--- config.mk ---
export PLATFORM = sky130hd
export DESIGN_NAME = mem_1r1w_rd_port
export DESIGN_NICKNAME = d
export VERILOG_FILES = /design/src/rtl/mem_rd_pkg.sv /design/src/rtl/rd_resp_fifo.sv /design/src/rtl/mem_1r1w_rd_port.sv
export SDC_FILE = /design/constraint.sdc
export NUM_CORES = 1
export LEC_CHECK = 0
export ABC_AREA = 1
export ABC_CLOCK_PERIOD_IN_PS = 6000
export BUFFER_PORTS_ARGS = -buffer_cell sky130_fd_sc_hd__buf_2
export CAP_MARGIN = 15
export CORE_AREA = 2 2 109 111
export DETAILED_ROUTE_END_ITERATION = 8
export DIE_AREA = 0 0 111 113
export PLACE_DENSITY = 0.84
export RECOVER_POWER = 50
export SYNTH_ARGS = -nofsm -noshare
export SYNTH_HDL_FRONTEND = slang
export SYNTH_SLANG_ARGS = --single-unit
export TNS_END_PERCENT = 50
--- constraint.sdc ---
create_clock -name clock -period 6 [get_ports clock]
set_input_delay 1.2 -clock clock [delete_from_list [all_inputs] [get_ports clock]]
set_output_delay 1.2 -clock clock [all_outputs]
set_load 0.01 [all_outputs]
--- src/rtl/mem_rd_pkg.sv ---
// Shared defaults and the response-entry payload for the mem_1r1w read front-end.
package mem_rd_pkg;

    localparam int unsigned DFLT_ADDR_W    = 6;
    localparam int unsigned DFLT_DATA_W    = 64;
    localparam int unsigned DFLT_MEM_DEPTH = 48;

    // One buffered response: read data (zero on error) plus error flag.
    typedef struct packed {
        logic [DFLT_DATA_W-1:0] data;
        logic                   err;
    } rd_entry_t;

endpackage

--- src/rtl/rd_resp_fifo.sv ---
// Response buffer for the read front-end: DEPTH-entry synchronous FIFO of rd_entry_t.
// Ports:
//   clock, reset_n  clock and async active-low reset
//   push, push_entry  write an entry (caller guarantees a free slot)
//   pop               retire the head entry (caller guarantees non-empty)
//   head              current head entry (no bypass: a push is visible next cycle)
//   count             occupancy, 0..DEPTH
module rd_resp_fifo
    import mem_rd_pkg::*;
#(
    parameter  int unsigned DEPTH = 2,
    localparam int unsigned CNT_W = $clog2(DEPTH + 1),
    localparam int unsigned PTR_W = (DEPTH > 1) ? $clog2(DEPTH) : 1
) (
    input  logic             clock,
    input  logic             reset_n,
    input  logic             push,
    input  rd_entry_t        push_entry,
    input  logic             pop,
    output rd_entry_t        head,
    output logic [CNT_W-1:0] count
);

    rd_entry_t        mem_q [DEPTH];
    logic [PTR_W-1:0] wr_ptr;
    logic [PTR_W-1:0] rd_ptr;

    // Pointers wrap modulo DEPTH, which need not be a power of two.
    function automatic logic [PTR_W-1:0] next_ptr(input logic [PTR_W-1:0] ptr);
        return (ptr == PTR_W'(DEPTH - 1)) ? '0 : ptr + PTR_W'(1);
    endfunction

    // Storage, pointers and occupancy.
    always_ff @(posedge clock or negedge reset_n) begin
        if (!reset_n) begin
            wr_ptr <= '0;
            rd_ptr <= '0;
            count  <= '0;
            for (int i = 0; i < int'(DEPTH); i++) begin
                mem_q[i] <= '0;
            end
        end else begin
            if (push) begin
                mem_q[wr_ptr] <= push_entry;
                wr_ptr        <= next_ptr(wr_ptr);
            end
            if (pop) begin
                rd_ptr <= next_ptr(rd_ptr);
            end
            count <= count + CNT_W'(push) - CNT_W'(pop);
        end
    end

    assign head = mem_q[rd_ptr];

endmodule

--- src/rtl/mem_1r1w_rd_port.sv ---
// Decoupled read front-end for the mem_1r1w SRAM wrapper (synchronous read, 1-cycle latency).
// Requests arrive on a valid/ready channel, drive the R0 port directly, and return in order
// on a valid/ready response channel after passing through a small credit-managed buffer.
// BUF_DEPTH must be >= 2 for full-rate streaming.
// Ports:
//   clock, reset_n           clock (also the wrapper's R0_clk) and async active-low reset
//   req_valid/ready/addr     request channel
//   resp_valid/ready/data/err  response channel; data is 0 and err is 1 for out-of-range
//   R0_addr, R0_en, R0_data  wrapper read port; R0_data is valid the cycle after R0_en
module mem_1r1w_rd_port
    import mem_rd_pkg::*;
#(
    parameter int unsigned ADDR_W    = DFLT_ADDR_W,
    parameter int unsigned DATA_W    = DFLT_DATA_W,
    parameter int unsigned MEM_DEPTH = DFLT_MEM_DEPTH,
    parameter int unsigned BUF_DEPTH = 2
) (
    input  logic              clock,
    input  logic              reset_n,
    input  logic              req_valid,
    output logic              req_ready,
    input  logic [ADDR_W-1:0] req_addr,
    output logic              resp_valid,
    input  logic              resp_ready,
    output logic [DATA_W-1:0] resp_data,
    output logic              resp_err,
    output logic [ADDR_W-1:0] R0_addr,
    output logic              R0_en,
    input  logic [DATA_W-1:0] R0_data
);

    localparam int unsigned CNT_W  = $clog2(BUF_DEPTH + 1);
    localparam int unsigned PEND_W = CNT_W + 1;

    logic             acc;
    logic             in_range;
    logic             pop;
    logic             infl_v;
    logic             infl_err;
    logic [CNT_W-1:0] count;
    logic [PEND_W-1:0] pending;
    rd_entry_t        push_entry;
    rd_entry_t        head;

    // Range check, accept, and read issue; out-of-range accepts never touch the macro.
    assign in_range = 32'(req_addr) < MEM_DEPTH;
    assign acc      = req_valid && req_ready;
    assign R0_addr  = req_addr;
    assign R0_en    = acc && in_range;

    // Credit: occupancy after this cycle's pop, plus the word landing next cycle, must leave a slot.
    assign pop       = resp_valid && resp_ready;
    assign pending   = PEND_W'(count) + PEND_W'(infl_v) - PEND_W'(pop);
    assign req_ready = pending < PEND_W'(BUF_DEPTH);

    // In-flight stage tracks the accept whose read data arrives this cycle.
    always_ff @(posedge clock or negedge reset_n) begin
        if (!reset_n) begin
            infl_v   <= 1'b0;
            infl_err <= 1'b0;
        end else begin
            infl_v   <= acc;
            infl_err <= acc && !in_range;
        end
    end

    // Error responses carry zero data instead of whatever R0_data holds.
    always_comb begin
        push_entry      = '0;
        push_entry.err  = infl_err;
        push_entry.data = infl_err ? '0 : DFLT_DATA_W'(R0_data);
    end

    rd_resp_fifo #(
        .DEPTH (BUF_DEPTH)
    ) u_fifo (
        .clock      (clock),
        .reset_n    (reset_n),
        .push       (infl_v),
        .push_entry (push_entry),
        .pop        (pop),
        .head       (head),
        .count      (count)
    );

    assign resp_valid = (count != '0);
    assign resp_data  = DATA_W'(head.data);
    assign resp_err   = head.err;

endmodule

==> results.toml <==
[run_status]
status = "finished, violations left"
violations = "max-capacitance violations, max-slew violations"

[synthesis]
synth.most_common_cell = "nand2_1"
yosysWarnings = 0
synth_sequential_area_ratio = 0.5251
synth_ff_type = "dfrtp_1"
yosysTopAreaCell = "dfrtp_1"
synth_enable_flop_cells = 0
avgSynthCellArea_um2 = 7.450
synthTopCellsByCount = "334 x nand2_1, 140 x inv_1, 136 x dfrtp_1"
synth_fp_nets = 947
synthTopCellsByArea = "dfrtp_1 53%, nand2_1 19%, o21ai_0 10%"
yosysUniqueCellTypes = 18
async_reset_ff_frac = 1.000
ys_ff_latch = 136
yosysTopAreaCellShare = 0.5251
syn_inst = 870
syn-cell-area_um2 = 6481

[critical_path]
path_buf_inv = 3
crit_path_top_delay_cell = "clkbuf_1"
end_kind = "flip-flop"
arrival_ps = 4950
cp_common_cell = "nand2_1"
crit_required_ps = 6270
slowest_delay_ps = 2240
critPathMaxFanout = 67
startpoint_type = "flip-flop"
cp_top_family = "buffers and inverters"
critPathKind = "reg -> reg"
cp_cell_sequence = "nand2_2 > clkbuf_1 > inv_2 > buf_4 > nand2_1 > nand2_1"

[finish]
area_growth_pct = 16.91
multi_input_area_um2 = 2230
antennaDiodeCount = 0
num-fill-cells = 1008
nets = 1058
drive_gt1_frac = 0.1719
ff_latch_area_um2 = 3405

[clock_tree]
h-tree-depth = 4
cts_buffers = 17
post_cts_resized = 0
clkLatencyLatePin_ps = 410
cts_tree = "built"
hold_buffers = 0
cts-root-buf = "clkbuf_16"
cts_setup_buffers = 0
cts_buffer_depth = 2
path_clk_slew_ps = 50
cts.sinks = 136

[placed_design]
port-buffer-count = 139
dp_hpwl_um = 8501
globalplace.congestion = 0.7580

[drt]
dr_total_vias = 5583
drt_iter0_drc = 447
drcViolationCount = 0
drt-pass1-iter-count = 5
routed_wirelength_um = 14070
viasPerCell = 4.932
ant_nets = 0
wl_per_cell_um = 12.43

[sta]
worst_slew_pin_slew_ps = 3179
holdWs_ps = 477.1
setup_viol = 0
fin_tns_setup_ps = 0
min_period_over_period = 0.7795
final.min_clock_period_ps = 4677
max_freq_mhz = 213.8
maxSlewHeadroom = -1.119
skew_ps = 9.167
drv_slew = 236
hold_violations = 0
rsz0062_at_grt = "false"

[global_route]
grt_overflow_total = 0
track_usage = 0.2361
grt_first_pass_wirelength_um = 24110
antenna_found_initial = 0
grt_pass1_vias = 5462
grt_max_degree = 132

[floorplanning]
die_x_um = 111
die_area_um2 = 12540
die_h_um = 113
fp.coreArea_um2 = 11270
num_rows = 39
initial_core_util = 0.5750
io_pins = 148

[job]
maxCapViolCount = 4

[pwr]
ir_worst_vdd_uv = 274.0
p_per_area_nw_per_um2 = 537.7
p_total_mw = 4.075
leakage_nw = 4.282

[hold_path]
hold_class = "reg -> reg"
-- sequential cells by signal (all words and copies together), names as in the netlist --
| name | count |
|---|---|
| u_fifo.wr_ptr | 1 |
| u_fifo.rd_ptr | 1 |
| u_fifo.mem_q | 130 |
| infl_v | 1 |
| infl_err | 1 |
| u_fifo.count | 2 |
-- path summary, 6_finish.rpt --
check	start	to	slack (ps)	depth (start not counted)
setup / recovery	infl_v$_DFF_PN0_	u_fifo.mem_q[5]$_DFFE_PN0P_	1320	6
hold / removal	u_fifo.mem_q[61]$_DFFE_PN0P_	u_fifo.mem_q[61]$_DFFE_PN0P_	480	2
setup reg to reg	infl_v$_DFF_PN0_	u_fifo.mem_q[5]$_DFFE_PN0P_	1320	6
hold reg to reg	u_fifo.mem_q[61]$_DFFE_PN0P_	u_fifo.mem_q[61]$_DFFE_PN0P_	480	2
max in group asynchronous	reset_n	u_fifo.mem_q[46]$_DFFE_PN0P_	4050	2
min in group asynchronous	reset_n	u_fifo.mem_q[74]$_DFFE_PN0P_	810	1
-- worst reg2reg max path, stage by stage, from the launching register on --
cell and delay (ps):
dfrtp_1 420, nand2_2 80, clkbuf_1 2240, inv_2 1030, buf_4 560, nand2_1 150
nand2_1 70
-- area by class of cell --
| type | instances | area share |
|---|---|---|
| Clock buffer | 20 | 0.05763 |
| Clock inverter | 7 | 0.004624 |
| Inverter | 141 | 0.06985 |
| Multi-Input combinational cell | 539 | 0.2943 |
| Sequential cell | 136 | 0.4493 |
| Tap cell | 143 | 0.02361 |
| Timing Repair Buffer | 146 | 0.1007 |
-- per-layer routing --
metal  wire length (um)  part of all wire  up-vias  GRT usage
li1                   -                 -     2797          -
met1               6289              0.45     2610     0.2969
met2               6923              0.49      164     0.4151
met3                752             0.053       12    0.04660
met4                104            0.0074        0    0.07583
met5                  0                 0        -          0
-- kinds of logic after synthesis --
family,count (synthesis),share of synthesized area
DFF,136,0.5251
xor gates and xnor gates,1,0.001352
AOI/OAI and AO/OA,130,0.1004
buffers and inverters,195,0.1309
adders and majority gates,3,0.006949
and+or+nand+nor,405,0.2353
-- cells in the final DEF (no fill, tap or decap) --
cell,n
nand2_1,333
inv_1,140
buf_2,138
dfrtp_1,135
o21ai_0,129
nor2_1,70
clkbuf_16,17
clkinv_2,7
clkbuf_1,6
buf_4,3
ha_1,2
nand4_1,1
nand2_2,1
inv_2,1
xor2_1,1
a21oi_1,1
fa_1,1
dfrtp_2,1
buf_6,1
buf_16,1
-- power breakdown --
part	switching [mW]	internal, mW	leakage (nW)
registers	0.231	1.37	1.66
clock network	0.354	0.509	0.240
logic	0.994	0.619	2.38
total	1.58	2.50	4.28
-- stage by stage --
stage                 util  instances  area [um^2]  worst slack (ps)
floorplan                -        870         6481              2199
global placement    0.6293       1103         7093              1963
detailed placement  0.6293       1103         7093              1886
CTS                 0.6711       1130         7565              1858
global route        0.6722       1132         7577             928.1
finish              0.6722       1132         7577              1323
No activity file was read; power rests on OpenSTA's default activity.
